`config.mk`:
```
export PLATFORM = sky130hd
export DESIGN_NAME = elc3_control_flat
export DESIGN_NICKNAME = d
export VERILOG_FILES = /design/src/rtl/elc3_control_if.sv /design/src/rtl/elc3_control.sv /design/src/flat_wrapper.sv
export SDC_FILE = /design/constraint.sdc
export NUM_CORES = 1
export LEC_CHECK = 0
export BUFFER_PORTS_ARGS = -buffer_cell sky130_fd_sc_hd__buf_2
export CAP_MARGIN = 0
export CORE_UTILIZATION = 53
export DETAILED_ROUTE_END_ITERATION = 8
export GPL_ROUTABILITY_DRIVEN = 0
export PLACE_DENSITY = 0.93
export SETUP_SLACK_MARGIN = 0.5
export SYNTH_ARGS = -nofsm -noshare
export SYNTH_HDL_FRONTEND = slang
export SYNTH_SLANG_ARGS = --single-unit
```
`constraint.sdc`:
```
create_clock -name Clk -period 7.4 [get_ports Clk]
set_clock_uncertainty 0.2 [all_clocks]
set_input_delay 2.22 -clock Clk [delete_from_list [all_inputs] [get_ports Clk]]
set_output_delay 2.22 -clock Clk [all_outputs]
set_load 0.05 [all_outputs]
```
`src/rtl/elc3_control_if.sv`:
```
// Control bundle between the eLC-3 sequencer and its datapath.
// Latency: n/a (wires only); the sequencer drives controls registered, one per state.
// Backpressure: none on this bundle; memory completion arrives on Mem_R.
interface elc3_control_if;
    logic        Run;
    logic        Continue;
    logic [15:0] IR;
    logic        BEN;
    logic        Mem_R;
    logic        LD_MAR, LD_MDR, LD_IR, LD_BEN, LD_REG, LD_CC, LD_PC;
    logic        GatePC, GateMDR, GateALU, GateMARMUX;
    logic [1:0]  PCMUX;
    logic        DRMUX, SR1MUX, ADDR1MUX;
    logic [1:0]  ADDR2MUX;
    logic [1:0]  ALUK;
    logic        MIO_EN, Mem_CE, Mem_OE, Mem_WE;
    logic [5:0]  State;

    // Controller side.
    modport master (
        input  Run, Continue, IR, BEN, Mem_R,
        output LD_MAR, LD_MDR, LD_IR, LD_BEN, LD_REG, LD_CC, LD_PC,
        output GatePC, GateMDR, GateALU, GateMARMUX,
        output PCMUX, DRMUX, SR1MUX, ADDR1MUX, ADDR2MUX, ALUK,
        output MIO_EN, Mem_CE, Mem_OE, Mem_WE, State
    );

    // Datapath / board side.
    modport slave (
        output Run, Continue, IR, BEN, Mem_R,
        input  LD_MAR, LD_MDR, LD_IR, LD_BEN, LD_REG, LD_CC, LD_PC,
        input  GatePC, GateMDR, GateALU, GateMARMUX,
        input  PCMUX, DRMUX, SR1MUX, ADDR1MUX, ADDR2MUX, ALUK,
        input  MIO_EN, Mem_CE, Mem_OE, Mem_WE, State
    );
endinterface

```
`src/rtl/elc3_control.sv`:
```
// Moore sequencer for the eLC-3: fetch / decode / execute of an LC-3 subset.
// Latency: 4 cycles fetch+decode, 1-3 execute cycles; controls are registered per state.
// Backpressure: memory states hold while Mem_R=0; pause states hold on Continue.
module elc3_control #(
    parameter bit PAUSE_EACH = 1'b0
) (
    input  logic          Clk,
    input  logic          Reset,
    elc3_control_if.master bus
);

    // Bit 6 separates HALTED from BR, which both show State code 0.
    typedef enum logic [6:0] {
        S_BR     = 7'd0,
        S_ADD    = 7'd1,
        S_LDA    = 7'd2,
        S_STA    = 7'd3,
        S_AND    = 7'd5,
        S_NOT    = 7'd9,
        S_JMP    = 7'd12,
        S_LEA    = 7'd14,
        S_STW    = 7'd16,
        S_F1     = 7'd18,
        S_BRT    = 7'd22,
        S_STD    = 7'd23,
        S_LDR    = 7'd25,
        S_LDW    = 7'd27,
        S_DEC    = 7'd32,
        S_F2     = 7'd33,
        S_F3     = 7'd35,
        S_P1     = 7'd36,
        S_P2     = 7'd37,
        S_HALTED = 7'd64
    } state_t;

    typedef struct packed {
        logic       ld_mar, ld_mdr, ld_ir, ld_ben, ld_reg, ld_cc, ld_pc;
        logic       gate_pc, gate_mdr, gate_alu, gate_marmux;
        logic [1:0] pcmux;
        logic       drmux, sr1mux, addr1mux;
        logic [1:0] addr2mux;
        logic [1:0] aluk;
        logic       mio_en, mem_ce, mem_oe, mem_we;
    } ctl_t;

    // Where an instruction goes once it has finished executing.
    localparam state_t S_DONE = PAUSE_EACH ? S_P1 : S_F1;

    state_t st;
    ctl_t   ctl;

    function automatic state_t next_state(state_t s, logic run, logic cont,
                                          logic [3:0] op, logic ben, logic mem_r);
        case (s)
            S_HALTED: return run ? S_F1 : S_HALTED;
            S_F1:     return S_F2;
            S_F2:     return mem_r ? S_F3 : S_F2;
            S_F3:     return S_DEC;
            S_DEC: begin
                case (op)
                    4'b0001: return S_ADD;
                    4'b0101: return S_AND;
                    4'b1001: return S_NOT;
                    4'b0000: return S_BR;
                    4'b1100: return S_JMP;
                    4'b0010: return S_LDA;
                    4'b0011: return S_STA;
                    4'b1110: return S_LEA;
                    4'b1101: return S_P1;
                    default: return S_DONE;
                endcase
            end
            S_ADD, S_AND, S_NOT, S_BRT, S_JMP, S_LDW, S_LEA: return S_DONE;
            S_BR:     return ben ? S_BRT : S_DONE;
            S_LDA:    return S_LDR;
            S_LDR:    return mem_r ? S_LDW : S_LDR;
            S_STA:    return S_STD;
            S_STD:    return S_STW;
            S_STW:    return mem_r ? S_DONE : S_STW;
            S_P1:     return cont ? S_P2 : S_P1;
            S_P2:     return cont ? S_P2 : S_F1;
            default:  return S_HALTED;
        endcase
    endfunction

    function automatic ctl_t decode(state_t s);
        ctl_t c;
        c = '0;
        case (s)
            S_F1: begin
                c.gate_pc = 1'b1; c.ld_mar = 1'b1; c.ld_pc = 1'b1; c.pcmux = 2'b00;
            end
            S_F2, S_LDR: begin
                c.mem_ce = 1'b1; c.mem_oe = 1'b1; c.mio_en = 1'b1; c.ld_mdr = 1'b1;
            end
            S_F3: begin
                c.gate_mdr = 1'b1; c.ld_ir = 1'b1;
            end
            S_DEC: c.ld_ben = 1'b1;
            S_ADD, S_AND, S_NOT: begin
                c.sr1mux = 1'b1; c.drmux = 1'b0; c.gate_alu = 1'b1;
                c.ld_reg = 1'b1; c.ld_cc = 1'b1;
                c.aluk = (s == S_ADD) ? 2'b00 : ((s == S_AND) ? 2'b01 : 2'b10);
            end
            S_BRT: begin
                c.addr1mux = 1'b0; c.addr2mux = 2'b10; c.pcmux = 2'b10; c.ld_pc = 1'b1;
            end
            S_JMP: begin
                c.sr1mux = 1'b1; c.addr1mux = 1'b1; c.addr2mux = 2'b00;
                c.pcmux = 2'b10; c.ld_pc = 1'b1;
            end
            S_LDA, S_STA: begin
                c.addr1mux = 1'b0; c.addr2mux = 2'b10; c.gate_marmux = 1'b1; c.ld_mar = 1'b1;
            end
            S_LDW: begin
                c.gate_mdr = 1'b1; c.drmux = 1'b0; c.ld_reg = 1'b1; c.ld_cc = 1'b1;
            end
            S_STD: begin
                c.sr1mux = 1'b0; c.aluk = 2'b11; c.gate_alu = 1'b1;
                c.ld_mdr = 1'b1; c.mio_en = 1'b0;
            end
            S_STW: begin
                c.mem_ce = 1'b1; c.mem_we = 1'b1;
            end
            S_LEA: begin
                c.addr1mux = 1'b0; c.addr2mux = 2'b10; c.gate_marmux = 1'b1;
                c.drmux = 1'b0; c.ld_reg = 1'b1;
            end
            default: ;
        endcase
        return c;
    endfunction

    // State and output registers; controls are decoded from the next state so they
    // always match the state register.
    always_ff @(posedge Clk) begin
        if (Reset) begin
            st  <= S_HALTED;
            ctl <= '0;
        end else begin
            st  <= next_state(st, bus.Run, bus.Continue, bus.IR[15:12], bus.BEN, bus.Mem_R);
            ctl <= decode(next_state(st, bus.Run, bus.Continue, bus.IR[15:12], bus.BEN, bus.Mem_R));
        end
    end

    // Operand fields of IR are consumed by the datapath, not here.
    logic unused_ir;
    assign unused_ir = ^bus.IR[11:0];

    assign bus.State      = st[5:0];
    assign bus.LD_MAR     = ctl.ld_mar;
    assign bus.LD_MDR     = ctl.ld_mdr;
    assign bus.LD_IR      = ctl.ld_ir;
    assign bus.LD_BEN     = ctl.ld_ben;
    assign bus.LD_REG     = ctl.ld_reg;
    assign bus.LD_CC      = ctl.ld_cc;
    assign bus.LD_PC      = ctl.ld_pc;
    assign bus.GatePC     = ctl.gate_pc;
    assign bus.GateMDR    = ctl.gate_mdr;
    assign bus.GateALU    = ctl.gate_alu;
    assign bus.GateMARMUX = ctl.gate_marmux;
    assign bus.PCMUX      = ctl.pcmux;
    assign bus.DRMUX      = ctl.drmux;
    assign bus.SR1MUX     = ctl.sr1mux;
    assign bus.ADDR1MUX   = ctl.addr1mux;
    assign bus.ADDR2MUX   = ctl.addr2mux;
    assign bus.ALUK       = ctl.aluk;
    assign bus.MIO_EN     = ctl.mio_en;
    assign bus.Mem_CE     = ctl.mem_ce;
    assign bus.Mem_OE     = ctl.mem_oe;
    assign bus.Mem_WE     = ctl.mem_we;

endmodule
```
`src/flat_wrapper.sv`:
```
// flat-port wrapper written by rule: the top's interface ports become plain ports
module elc3_control_flat 
#(
    parameter bit PAUSE_EACH = 1'b0
)
  (Clk, Reset, bus_Run, bus_Continue, bus_IR, bus_BEN, bus_Mem_R, bus_LD_MAR, bus_LD_MDR, bus_LD_IR, bus_LD_BEN, bus_LD_REG, bus_LD_CC, bus_LD_PC, bus_GatePC, bus_GateMDR, bus_GateALU, bus_GateMARMUX, bus_PCMUX, bus_DRMUX, bus_SR1MUX, bus_ADDR1MUX, bus_ADDR2MUX, bus_ALUK, bus_MIO_EN, bus_Mem_CE, bus_Mem_OE, bus_Mem_WE, bus_State);
  elc3_control_if bus_i ();
  input  logic Clk;
  input  logic Reset;
  input wire logic [$bits(bus_i.Run)-1:0] bus_Run;
  input wire logic [$bits(bus_i.Continue)-1:0] bus_Continue;
  input wire logic [$bits(bus_i.IR)-1:0] bus_IR;
  input wire logic [$bits(bus_i.BEN)-1:0] bus_BEN;
  input wire logic [$bits(bus_i.Mem_R)-1:0] bus_Mem_R;
  output wire logic [$bits(bus_i.LD_MAR)-1:0] bus_LD_MAR;
  output wire logic [$bits(bus_i.LD_MDR)-1:0] bus_LD_MDR;
  output wire logic [$bits(bus_i.LD_IR)-1:0] bus_LD_IR;
  output wire logic [$bits(bus_i.LD_BEN)-1:0] bus_LD_BEN;
  output wire logic [$bits(bus_i.LD_REG)-1:0] bus_LD_REG;
  output wire logic [$bits(bus_i.LD_CC)-1:0] bus_LD_CC;
  output wire logic [$bits(bus_i.LD_PC)-1:0] bus_LD_PC;
  output wire logic [$bits(bus_i.GatePC)-1:0] bus_GatePC;
  output wire logic [$bits(bus_i.GateMDR)-1:0] bus_GateMDR;
  output wire logic [$bits(bus_i.GateALU)-1:0] bus_GateALU;
  output wire logic [$bits(bus_i.GateMARMUX)-1:0] bus_GateMARMUX;
  output wire logic [$bits(bus_i.PCMUX)-1:0] bus_PCMUX;
  output wire logic [$bits(bus_i.DRMUX)-1:0] bus_DRMUX;
  output wire logic [$bits(bus_i.SR1MUX)-1:0] bus_SR1MUX;
  output wire logic [$bits(bus_i.ADDR1MUX)-1:0] bus_ADDR1MUX;
  output wire logic [$bits(bus_i.ADDR2MUX)-1:0] bus_ADDR2MUX;
  output wire logic [$bits(bus_i.ALUK)-1:0] bus_ALUK;
  output wire logic [$bits(bus_i.MIO_EN)-1:0] bus_MIO_EN;
  output wire logic [$bits(bus_i.Mem_CE)-1:0] bus_Mem_CE;
  output wire logic [$bits(bus_i.Mem_OE)-1:0] bus_Mem_OE;
  output wire logic [$bits(bus_i.Mem_WE)-1:0] bus_Mem_WE;
  output wire logic [$bits(bus_i.State)-1:0] bus_State;
  assign bus_i.Run = bus_Run;
  assign bus_i.Continue = bus_Continue;
  assign bus_i.IR = bus_IR;
  assign bus_i.BEN = bus_BEN;
  assign bus_i.Mem_R = bus_Mem_R;
  assign bus_LD_MAR = bus_i.LD_MAR;
  assign bus_LD_MDR = bus_i.LD_MDR;
  assign bus_LD_IR = bus_i.LD_IR;
  assign bus_LD_BEN = bus_i.LD_BEN;
  assign bus_LD_REG = bus_i.LD_REG;
  assign bus_LD_CC = bus_i.LD_CC;
  assign bus_LD_PC = bus_i.LD_PC;
  assign bus_GatePC = bus_i.GatePC;
  assign bus_GateMDR = bus_i.GateMDR;
  assign bus_GateALU = bus_i.GateALU;
  assign bus_GateMARMUX = bus_i.GateMARMUX;
  assign bus_PCMUX = bus_i.PCMUX;
  assign bus_DRMUX = bus_i.DRMUX;
  assign bus_SR1MUX = bus_i.SR1MUX;
  assign bus_ADDR1MUX = bus_i.ADDR1MUX;
  assign bus_ADDR2MUX = bus_i.ADDR2MUX;
  assign bus_ALUK = bus_i.ALUK;
  assign bus_MIO_EN = bus_i.MIO_EN;
  assign bus_Mem_CE = bus_i.Mem_CE;
  assign bus_Mem_OE = bus_i.Mem_OE;
  assign bus_Mem_WE = bus_i.Mem_WE;
  assign bus_State = bus_i.State;
  elc3_control #(.PAUSE_EACH(PAUSE_EACH)) u_core (.Clk(Clk), .Reset(Reset), .bus(bus_i));
endmodule
```
==> tab_implementation.tex, run 1 <==
\begin{tabular}{lr}
\hline
Metric & Value \\
\hline
\multicolumn{2}{l}{\textbf{Run status}} \\
\quad Result of the run & completed \\
\multicolumn{2}{l}{\textbf{Min path}} \\
\quad Endpoint, Worst Hold & u\_core.st[6] \\
\quad Classification of the worst-slack hold path & reg -> reg \\
\quad Count of cells along the worst hold path & 2 \\
\quad Hold path startpoint & u\_core.st[6] \\
\multicolumn{2}{l}{\textbf{Route}} \\
\quad Iter 0 DRT Violations & 34 \\
\quad WL met3 & 169 microns \\
\quad Met2 layer wire length in the routed design & 1.512 mm \\
\quad Top layer reached by signal wires & met4 \\
\quad Number of optimization iterations in the first detailed-route pass & 4 \\
\quad Via/cell ratio & 6.022 \\
\quad Post-route DRC & 0 \\
\quad Wire length the detailed router placed on met1 & 1.425 mm \\
\quad Count of antenna-violating nets left after detailed routing & 0 \\
\quad Via total after detailed routing & 1,397 \\
\quad Wire per inst & 13.53 microns \\
\quad Detailed Route WL & 3.139 mm \\
\multicolumn{2}{l}{\textbf{Yosys}} \\
\quad Most common flop cell mapped by yosys & sky130\_fd\_sc\_hd\_\_dfxtp\_1 \\
\quad Warnings, synthesis & 0 \\
\quad Post-synthesis cell count & 180 \\
\quad Syn avg cell area & 8.446 sq um \\
\quad Flops \& latches, synth & 27 \\
\quad Proportion of synthesized chip area in sequential cells & 35.56\% \\
\quad Summed instance area of the synthesized netlist & 1520 sq um \\
\quad Number of enable flip-flop cells after synthesis & 0 \\
\quad Fraction of registers with async set/reset & 0\% \\
\quad Number of distinct library cells after synthesis & 55 \\
\multicolumn{2}{l}{\textbf{CTS}} \\
\quad Number of buffers inserted for hold repair after clock tree synthesis & 0 \\
\quad Num Clock Sinks & 27 \\
\quad Clock latency of the later-clocked register in the worst-skew pair & 0.32 ns \\
\quad CTS max path bufs & 2 \\
\quad Clock transition at the registers of the reported paths & 0.14 ns \\
\quad Clock buffer count from CTS & 3 \\
\quad Clock tree from TritonCTS & built \\
\quad Number of levels in the clock H-tree & 1 \\
\quad Post-CTS Repair Setup Buffers & 0 \\
\quad CTS root buf & sky130\_fd\_sc\_hd\_\_clkbuf\_4 \\
\quad CTS-repair resized insts & 0 \\
\multicolumn{2}{l}{\textbf{Global route}} \\
\quad Largest net degree at the start of global routing & 22 \\
\quad Via count of the first global-routing pass & 1,211 \\
\quad Number of antenna violations at the first check in global routing & 0 \\
\quad First-pass GRT wire length & 5.292 mm \\
\quad Remaining global-route overflow & 0 \\
\quad GRT Total Usage & 20.87\% \\
\multicolumn{2}{l}{\textbf{Placed design}} \\
\quad Port buffer count & 36 \\
\quad Area after detailed placement & 1618 sq um \\
\quad Detailed placer's ending HPWL & 2.211 mm \\
\multicolumn{2}{l}{\textbf{Layout}} \\
\quad FF+latch area & 540.5 sq um \\
\quad Finished Cell Area & 1648 sq um \\
\quad Final-stage net count & 224 \\
\quad Ant. Diodes & 0 \\
\quad Multi-input gate area & 828.3 sq um \\
\quad Post-layout utilization of the core & 60.27\% \\
\quad Ratio of cells with drive above 1 in the final layout & 24.88\% \\
\quad Largest reg by FF count & u\_core.st \\
\quad Max FFs per register & 7 \\
\quad Fillcell total & 233 \\
\quad Area growth from synthesis to final layout & 8.395\% \\
\multicolumn{2}{l}{\textbf{Power and ir drop}} \\
\quad Static leakage power & 0.6868 nW \\
\quad Peak supply drop & 0.0002544 V \\
\quad Power density over cell area & 324.7 nW/um\^{}2 \\
\multicolumn{2}{l}{\textbf{Worst setup path}} \\
\quad Reg2reg start & u\_core.st[1] \\
\quad Class of the most critical setup path & in -> reg \\
\quad CP Data Arrival Time & 4.02 ns \\
\quad R2r endpoint & u\_core.bus.LD\_CC \\
\quad Crit path capture type & flop \\
\quad Slowest Stage Delay on Critical Path & 0.72 ns \\
\quad Library cell contributing the largest single delay on the critical path & sky130\_fd\_sc\_hd\_\_nor4\_1 \\
\quad Cell breakdown of the critical path & buf\_2, nor3b\_1, a21oi\_1, nor4\_1, nor2\_1, or2\_2, o21ai\_0 \\
\quad Reg2reg path depth & 6 \\
\quad R2R setup slack & 4.49 ns \\
\quad Kind of launch point of the worst setup path & primary input \\
\quad Highest net fanout along the worst path & 6 \\
\quad Critical path data required time & 7.46 ns \\
\multicolumn{2}{l}{\textbf{STA}} \\
\quad Shortest clock period the worst path allows after layout & 3.958 ns \\
\quad Headroom to the max-slew limit & 39.00\% \\
\quad Final critical-path share of the clock period & 53.49\% \\
\quad Number of hold-slack violations in the final timing report & 0 \\
\quad Worst hold-check slack & 0.5317 ns \\
\quad Setup violation total in the final timing report & 0 \\
\quad Final TNS setup & 0 ns \\
\quad Maximum clock rate & 0.2526 GHz \\
\quad Slew at the pin closest to its max-slew limit & 0.9066 ns \\
\quad Unrepaired setup endpoints after global routing & false \\
\quad Final number of max-transition violations & 0 \\
\multicolumn{2}{l}{\textbf{Floorplanning}} \\
\quad Die height & 55.56 microns \\
\quad Area of the core & 2734 sq um \\
\quad Starting density of the core & 55.61\% \\
\quad Die ar. & 3086 sq um \\
\quad Chip Width & 55.56 microns \\
\quad Ports placed on the boundary & 52 \\
\quad Core Rows & 19 \\
\multicolumn{2}{l}{\textbf{Run}} \\
\quad Max-Cap Viols & 0 \\
\hline
\end{tabular}
[layer usage]
metal,track usage [%],up-vias
met2,34.94,46
met1,28.02,665
li1,-,681
met3,2.810,5
met4,6.071,0
met5,0,-
[worst max-delay path by stage]
stage                          start                   to  slack, ns  depth (start not counted)
after floorplan           bus_IR[13]    u_core.bus.Mem_CE       3.46                          6
after global placement    bus_IR[13]    u_core.bus.Mem_CE       3.15                          7
after detailed placement     bus_BEN  u_core.bus.PCMUX[1]       3.14                          7
after CTS                    bus_BEN  u_core.bus.PCMUX[1]       3.47                          7
after global routing         bus_BEN  u_core.bus.PCMUX[1]       3.34                          7
final                        bus_BEN  u_core.bus.PCMUX[1]       3.44                          7
[synth_stat cells, drive strengths merged (4+ instances only)]
library cell / n / area [sq um]
or3: 5 / 31.28
clkbuf: 9 / 33.78
nand2: 9 / 33.78
nand2b: 5 / 31.28
nor2: 20 / 75.07
o21ai: 9 / 45.04
dfxtp: 27 / 540.5
inv: 6 / 22.52
buf: 13 / 102.6
nor2b: 4 / 25.02
a21oi: 10 / 57.56
[critical path: cells and delay by family]
kind / cells / cell delay (ns)
compound gates: 2 / 0.24
simple gates: 4 / 1.49
buf+inv: 1 / 0.07
[cell type report]
class | instances | share of cell area (%)
multi-input cells | 127 | 50.27
inverters | 6 | 1.367
repair buffers | 37 | 11.39
flip-flops and latches | 27 | 32.80
clock buffers | 3 | 1.367
well taps | 31 | 2.354
clock inverters | 1 | 0.4556
[report_power, final]
group / total (mW) / switching, mW / internal, mW
Combinational: 0.266 / 0.185 / 0.0818
Sequential: 0.205 / 0.0361 / 0.169
Clock: 0.0639 / 0.0432 / 0.0207
[through the flow]
stage,power (mW),instances,setup slack (ns)
6_report,0.5351,232,3.442
5_1_grt,0.5666,232,3.341
4_1_cts,0.5330,232,3.471
3_5_place_dp,0.4695,228,3.136
3_3_place_gp,0.4677,228,3.153
2_1_floorplan,0.4334,182,3.459
[logic make-up after synthesis]
group                      share of synthesized area [%]
other                                             0.2467
xor gates and xnor gates                           1.152
AOI/OAI and AO/OA                                  20.66
muxes                                              1.317
DFF                                                35.56
buffers and inverters                              10.45
adders and majority gates                         0.6585
and+or+nand+nor                                    29.96
[cell usage in the layout (no fill, tap or decap), types with 4 or more instances in the layout]
| cell | n |
|---|---|
| sky130_fd_sc_hd__nand2b_1 | 5 |
| sky130_fd_sc_hd__nor2_1 | 20 |
| sky130_fd_sc_hd__or3_1 | 5 |
| sky130_fd_sc_hd__nor2b_1 | 4 |
| sky130_fd_sc_hd__nand2_1 | 9 |
| sky130_fd_sc_hd__a21oi_1 | 8 |
| sky130_fd_sc_hd__o21ai_0 | 7 |
| sky130_fd_sc_hd__dfxtp_1 | 27 |
| sky130_fd_sc_hd__inv_1 | 6 |
| sky130_fd_sc_hd__buf_2 | 36 |
No activity file was read; power rests on OpenSTA's default activity.
==> inputs of run 2 (changes only) <==
Settings changed: ABC_AREA set to 1, CORE_UTILIZATION 53 to 45, PLACE_DENSITY 0.93 to 0.85.
Clock period 7.4 ns to 3.3 ns, I/O delays scaled along.
==> tab_implementation.tex, run 2 <==
\begin{tabular}{lr}
\hline
Metric & Value \\
\hline
\multicolumn{2}{l}{\textbf{Global route}} \\
\quad Most Crowded Layer GR & met2 \\
\quad Via count of the first global-routing pass & 1,173 \\
\quad Largest net degree at the start of global routing & 17 \\
\quad Met2 usage & 28.73\% \\
\quad GRT Total Usage & 18.26\% \\
\quad Met3 global-route usage & 3.463\% \\
\quad First-pass GRT wire length & 5.009 mm \\
\quad Global-route met1 utilization & 24.93\% \\
\quad Number of antenna violations at the first check in global routing & 0 \\
\quad Remaining global-route overflow & 0 \\
\multicolumn{2}{l}{\textbf{Route}} \\
\quad Iter 0 DRT Violations & 53 \\
\quad Wire per inst & 9.997 microns \\
\quad Detailed Route WL & 2.959 mm \\
\quad Count of antenna-violating nets left after detailed routing & 0 \\
\quad Post-route DRC & 0 \\
\quad Via/cell ratio & 4.757 \\
\quad Via total after detailed routing & 1,408 \\
\quad Number of optimization iterations in the first detailed-route pass & 4 \\
\multicolumn{2}{l}{\textbf{Floorplanning}} \\
\quad Die height & 60.20 microns \\
\quad Area of the core & 3128 sq um \\
\quad Ports placed on the boundary & 52 \\
\quad Starting density of the core & 48.72\% \\
\quad Die ar. & 3623 sq um \\
\quad Chip Width & 60.20 microns \\
\quad Core Rows & 20 \\
\multicolumn{2}{l}{\textbf{Worst setup path}} \\
\quad Critical path data required time & 2.11 ns \\
\quad Library cell contributing the largest single delay on the critical path & sky130\_fd\_sc\_hd\_\_dfxtp\_1 \\
\quad Cell breakdown of the critical path & buf\_2 \\
\quad Kind of launch point of the worst setup path & flop \\
\quad Crit path capture type & output port \\
\quad Top Family by Delay on Critical Path & flip-flops \\
\quad Launch point of the critical path & u\_core.st[3] \\
\quad Class of the most critical setup path & reg -> out \\
\quad Reg2reg start & u\_core.st[4] \\
\quad Slowest Stage Delay on Critical Path & 0.52 ns \\
\quad CP Buf/Inv Count & 1 \\
\quad CP Data Arrival Time & 1.15 ns \\
\quad Highest net fanout along the worst path & 7 \\
\multicolumn{2}{l}{\textbf{Layout}} \\
\quad Ratio of cells with drive above 1 in the final layout & 32.14\% \\
\quad Most common library cell in the layout ignoring fill and taps & sky130\_fd\_sc\_hd\_\_nand2\_1 \\
\quad Commonest cells after routing, fill and taps aside & sky130\_fd\_sc\_hd\_\_nand2\_1 (48), sky130\_fd\_sc\_hd\_\_buf\_2 (36), sky130\_fd\_sc\_hd\_\_nor2\_1 (29), sky130\_fd\_sc\_hd\_\_dfxtp\_1 (27), sky130\_fd\_sc\_hd\_\_nand3\_1 (20) \\
\quad Post-layout utilization of the core & 54.92\% \\
\quad Fillcell total & 306 \\
\quad Ant. Diodes & 0 \\
\quad Max FFs per register & 7 \\
\quad FF+latch area & 540.5 sq um \\
\quad Multi-input gate area & 803.3 sq um \\
\quad Largest reg by FF count & u\_core.st \\
\quad Area growth from synthesis to final layout & 12.73\% \\
\quad Final-stage net count & 275 \\
\multicolumn{2}{l}{\textbf{Yosys}} \\
\quad Fraction of registers with async set/reset & 0\% \\
\quad Number of distinct library cells after synthesis & 25 \\
\quad Flops \& latches, synth & 27 \\
\quad Warnings, synthesis & 0 \\
\quad Post-synthesis cell count & 221 \\
\quad Number of enable flip-flop cells after synthesis & 0 \\
\quad Proportion of synthesized chip area in sequential cells & 35.47\% \\
\quad Top-count cell post-synth & sky130\_fd\_sc\_hd\_\_nand2\_1 \\
\quad Top cell type's share of synthesized area & 35.47\% \\
\quad Syn avg cell area & 6.896 sq um \\
\quad Summed instance area of the synthesized netlist & 1524 sq um \\
\quad Synth area leaders & sky130\_fd\_sc\_hd\_\_dfxtp\_1 (35\%), sky130\_fd\_sc\_hd\_\_nand2\_1 (12\%), sky130\_fd\_sc\_hd\_\_nor2\_1 (7.1\%) \\
\quad Cell taking the most area after synthesis & sky130\_fd\_sc\_hd\_\_dfxtp\_1 \\
\quad Most common flop cell mapped by yosys & sky130\_fd\_sc\_hd\_\_dfxtp\_1 \\
\quad Commonest cells in the netlist & sky130\_fd\_sc\_hd\_\_nand2\_1 (48), sky130\_fd\_sc\_hd\_\_nor2\_1 (29), sky130\_fd\_sc\_hd\_\_dfxtp\_1 (27), sky130\_fd\_sc\_hd\_\_nand3\_1 (20), sky130\_fd\_sc\_hd\_\_inv\_1 (18) \\
\multicolumn{2}{l}{\textbf{CTS}} \\
\quad Num Clock Sinks & 27 \\
\quad Clock transition at the registers of the reported paths & 0.13 ns \\
\quad Clock buffer count from CTS & 3 \\
\quad CTS-repair resized insts & 0 \\
\quad CTS root buf & sky130\_fd\_sc\_hd\_\_clkbuf\_4 \\
\quad Number of buffers inserted for hold repair after clock tree synthesis & 0 \\
\quad CTS max path bufs & 2 \\
\quad Clock latency of the later-clocked register in the worst-skew pair & 0.32 ns \\
\quad Number of levels in the clock H-tree & 1 \\
\quad Post-CTS Repair Setup Buffers & 0 \\
\quad Clock tree from TritonCTS & built \\
\multicolumn{2}{l}{\textbf{STA}} \\
\quad Final TNS setup & 0 ns \\
\quad Maximum clock rate & 0.4269 GHz \\
\quad Final number of max-transition violations & 0 \\
\quad Final critical-path share of the clock period & 70.98\% \\
\quad Worst hold-check slack & 0.5228 ns \\
\quad Final worst setup slack & 0.9577 ns \\
\quad Unrepaired setup endpoints after global routing & false \\
\quad Number of hold-slack violations in the final timing report & 0 \\
\quad Setup violation total in the final timing report & 0 \\
\quad Shortest clock period the worst path allows after layout & 2.342 ns \\
\multicolumn{2}{l}{\textbf{Power and ir drop}} \\
\quad Internal portion of total power & 0.5892 mW \\
\quad Switching pwr & 0.6139 mW \\
\quad Portion of total power attributed to the clock network & 11.6\% \\
\quad Total power & 1.203 mW \\
\quad Flop pwr share & 34.5\% \\
\quad Power density over cell area & 700.3 nW/um\^{}2 \\
\quad Comb pwr share & 53.9\% \\
\quad Static leakage power & 0.9431 nW \\
\quad Peak supply drop & 0.0002216 V \\
\quad Switching part of the total & 51.02\% \\
\multicolumn{2}{l}{\textbf{Min path}} \\
\quad Classification of the worst-slack hold path & reg -> reg \\
\quad Hold path startpoint & u\_core.st[6] \\
\multicolumn{2}{l}{\textbf{Run}} \\
\quad Max-Cap Viols & 0 \\
\multicolumn{2}{l}{\textbf{Placed design}} \\
\quad Detailed placer's ending HPWL & 2.391 mm \\
\quad Setup slack after placement & 0.7312 ns \\
\quad Port buffer count & 36 \\
\multicolumn{2}{l}{\textbf{Run status}} \\
\quad Result of the run & completed \\
\hline
\end{tabular}
run 2: metal layers:
| layer | wire length [microns] | share of wire, % |
|---|---|---|
| met2 | 1350 | 46 |
| met5 | 0 | 0 |
| met4 | 15 | 0.51 |
| met3 | 112 | 3.8 |
| met1 | 1479 | 50 |
run 2: kinds of logic after synthesis:
group,count (synthesis),synth area share (%)
buffers and inverters,40,12.31
AO/OA/AOI/OAI,16,5.583
AND/OR/NAND/NOR,137,46.39
flip-flops,27,35.47
other,1,0.2461
run 2: layout make-up:
class,count,share of cell area [%]
clock buffers,3,1.311
inverters,29,6.336
repair buffers,36,10.49
flip-flops and latches,27,31.46
multi-input cells,156,46.76
well taps,44,3.205
clock inverters,1,0.4370
run 2: worst reg2reg max path, stage by stage, from the launching register on:
cell,delay (ns)
sky130_fd_sc_hd__dfxtp_1,0.45
sky130_fd_sc_hd__inv_2,0.05
sky130_fd_sc_hd__nand3_1,0.22
sky130_fd_sc_hd__nor2_1,0.14
sky130_fd_sc_hd__nor2_1,0.10
sky130_fd_sc_hd__and2_1,0.15
sky130_fd_sc_hd__nand2_2,0.06
sky130_fd_sc_hd__nor2_4,0.14
sky130_fd_sc_hd__inv_2,0.07
sky130_fd_sc_hd__nor2_1,0.16
sky130_fd_sc_hd__nand3_2,0.15
sky130_fd_sc_hd__nand3_1,0.09
run 2: path summary, 6_finish.rpt:
| check | end | slack (ns) | depth (start not counted) |
|---|---|---|---|
| worst max-delay path | bus_State[3] | 0.96 | 1 |
| worst max register to register | u_core.bus.LD_PC | 1.26 | 11 |
| worst min register to register | u_core.bus.LD_BEN | 0.52 | 3 |
| worst min-delay path | u_core.bus.LD_BEN | 0.52 | 3 |
run 2: per-stage QoR:
step / instances / instance area (sq um)
2_1_floorplan: 223 / 1531
3_3_place_gp: 292 / 1688
3_5_place_dp: 292 / 1688
4_1_cts: 296 / 1718
5_1_grt: 296 / 1718
6_report: 296 / 1718
run 2: power by group through the flow:
stage	Clock, mW	Combinational, mW	Sequential (mW)
detailed placement	0	0.645	0.424
floorplan	0	0.444	0.530
global route	0.158	0.708	0.422
global placement	0	0.640	0.422
CTS	0.140	0.649	0.416
finish	0.140	0.648	0.415
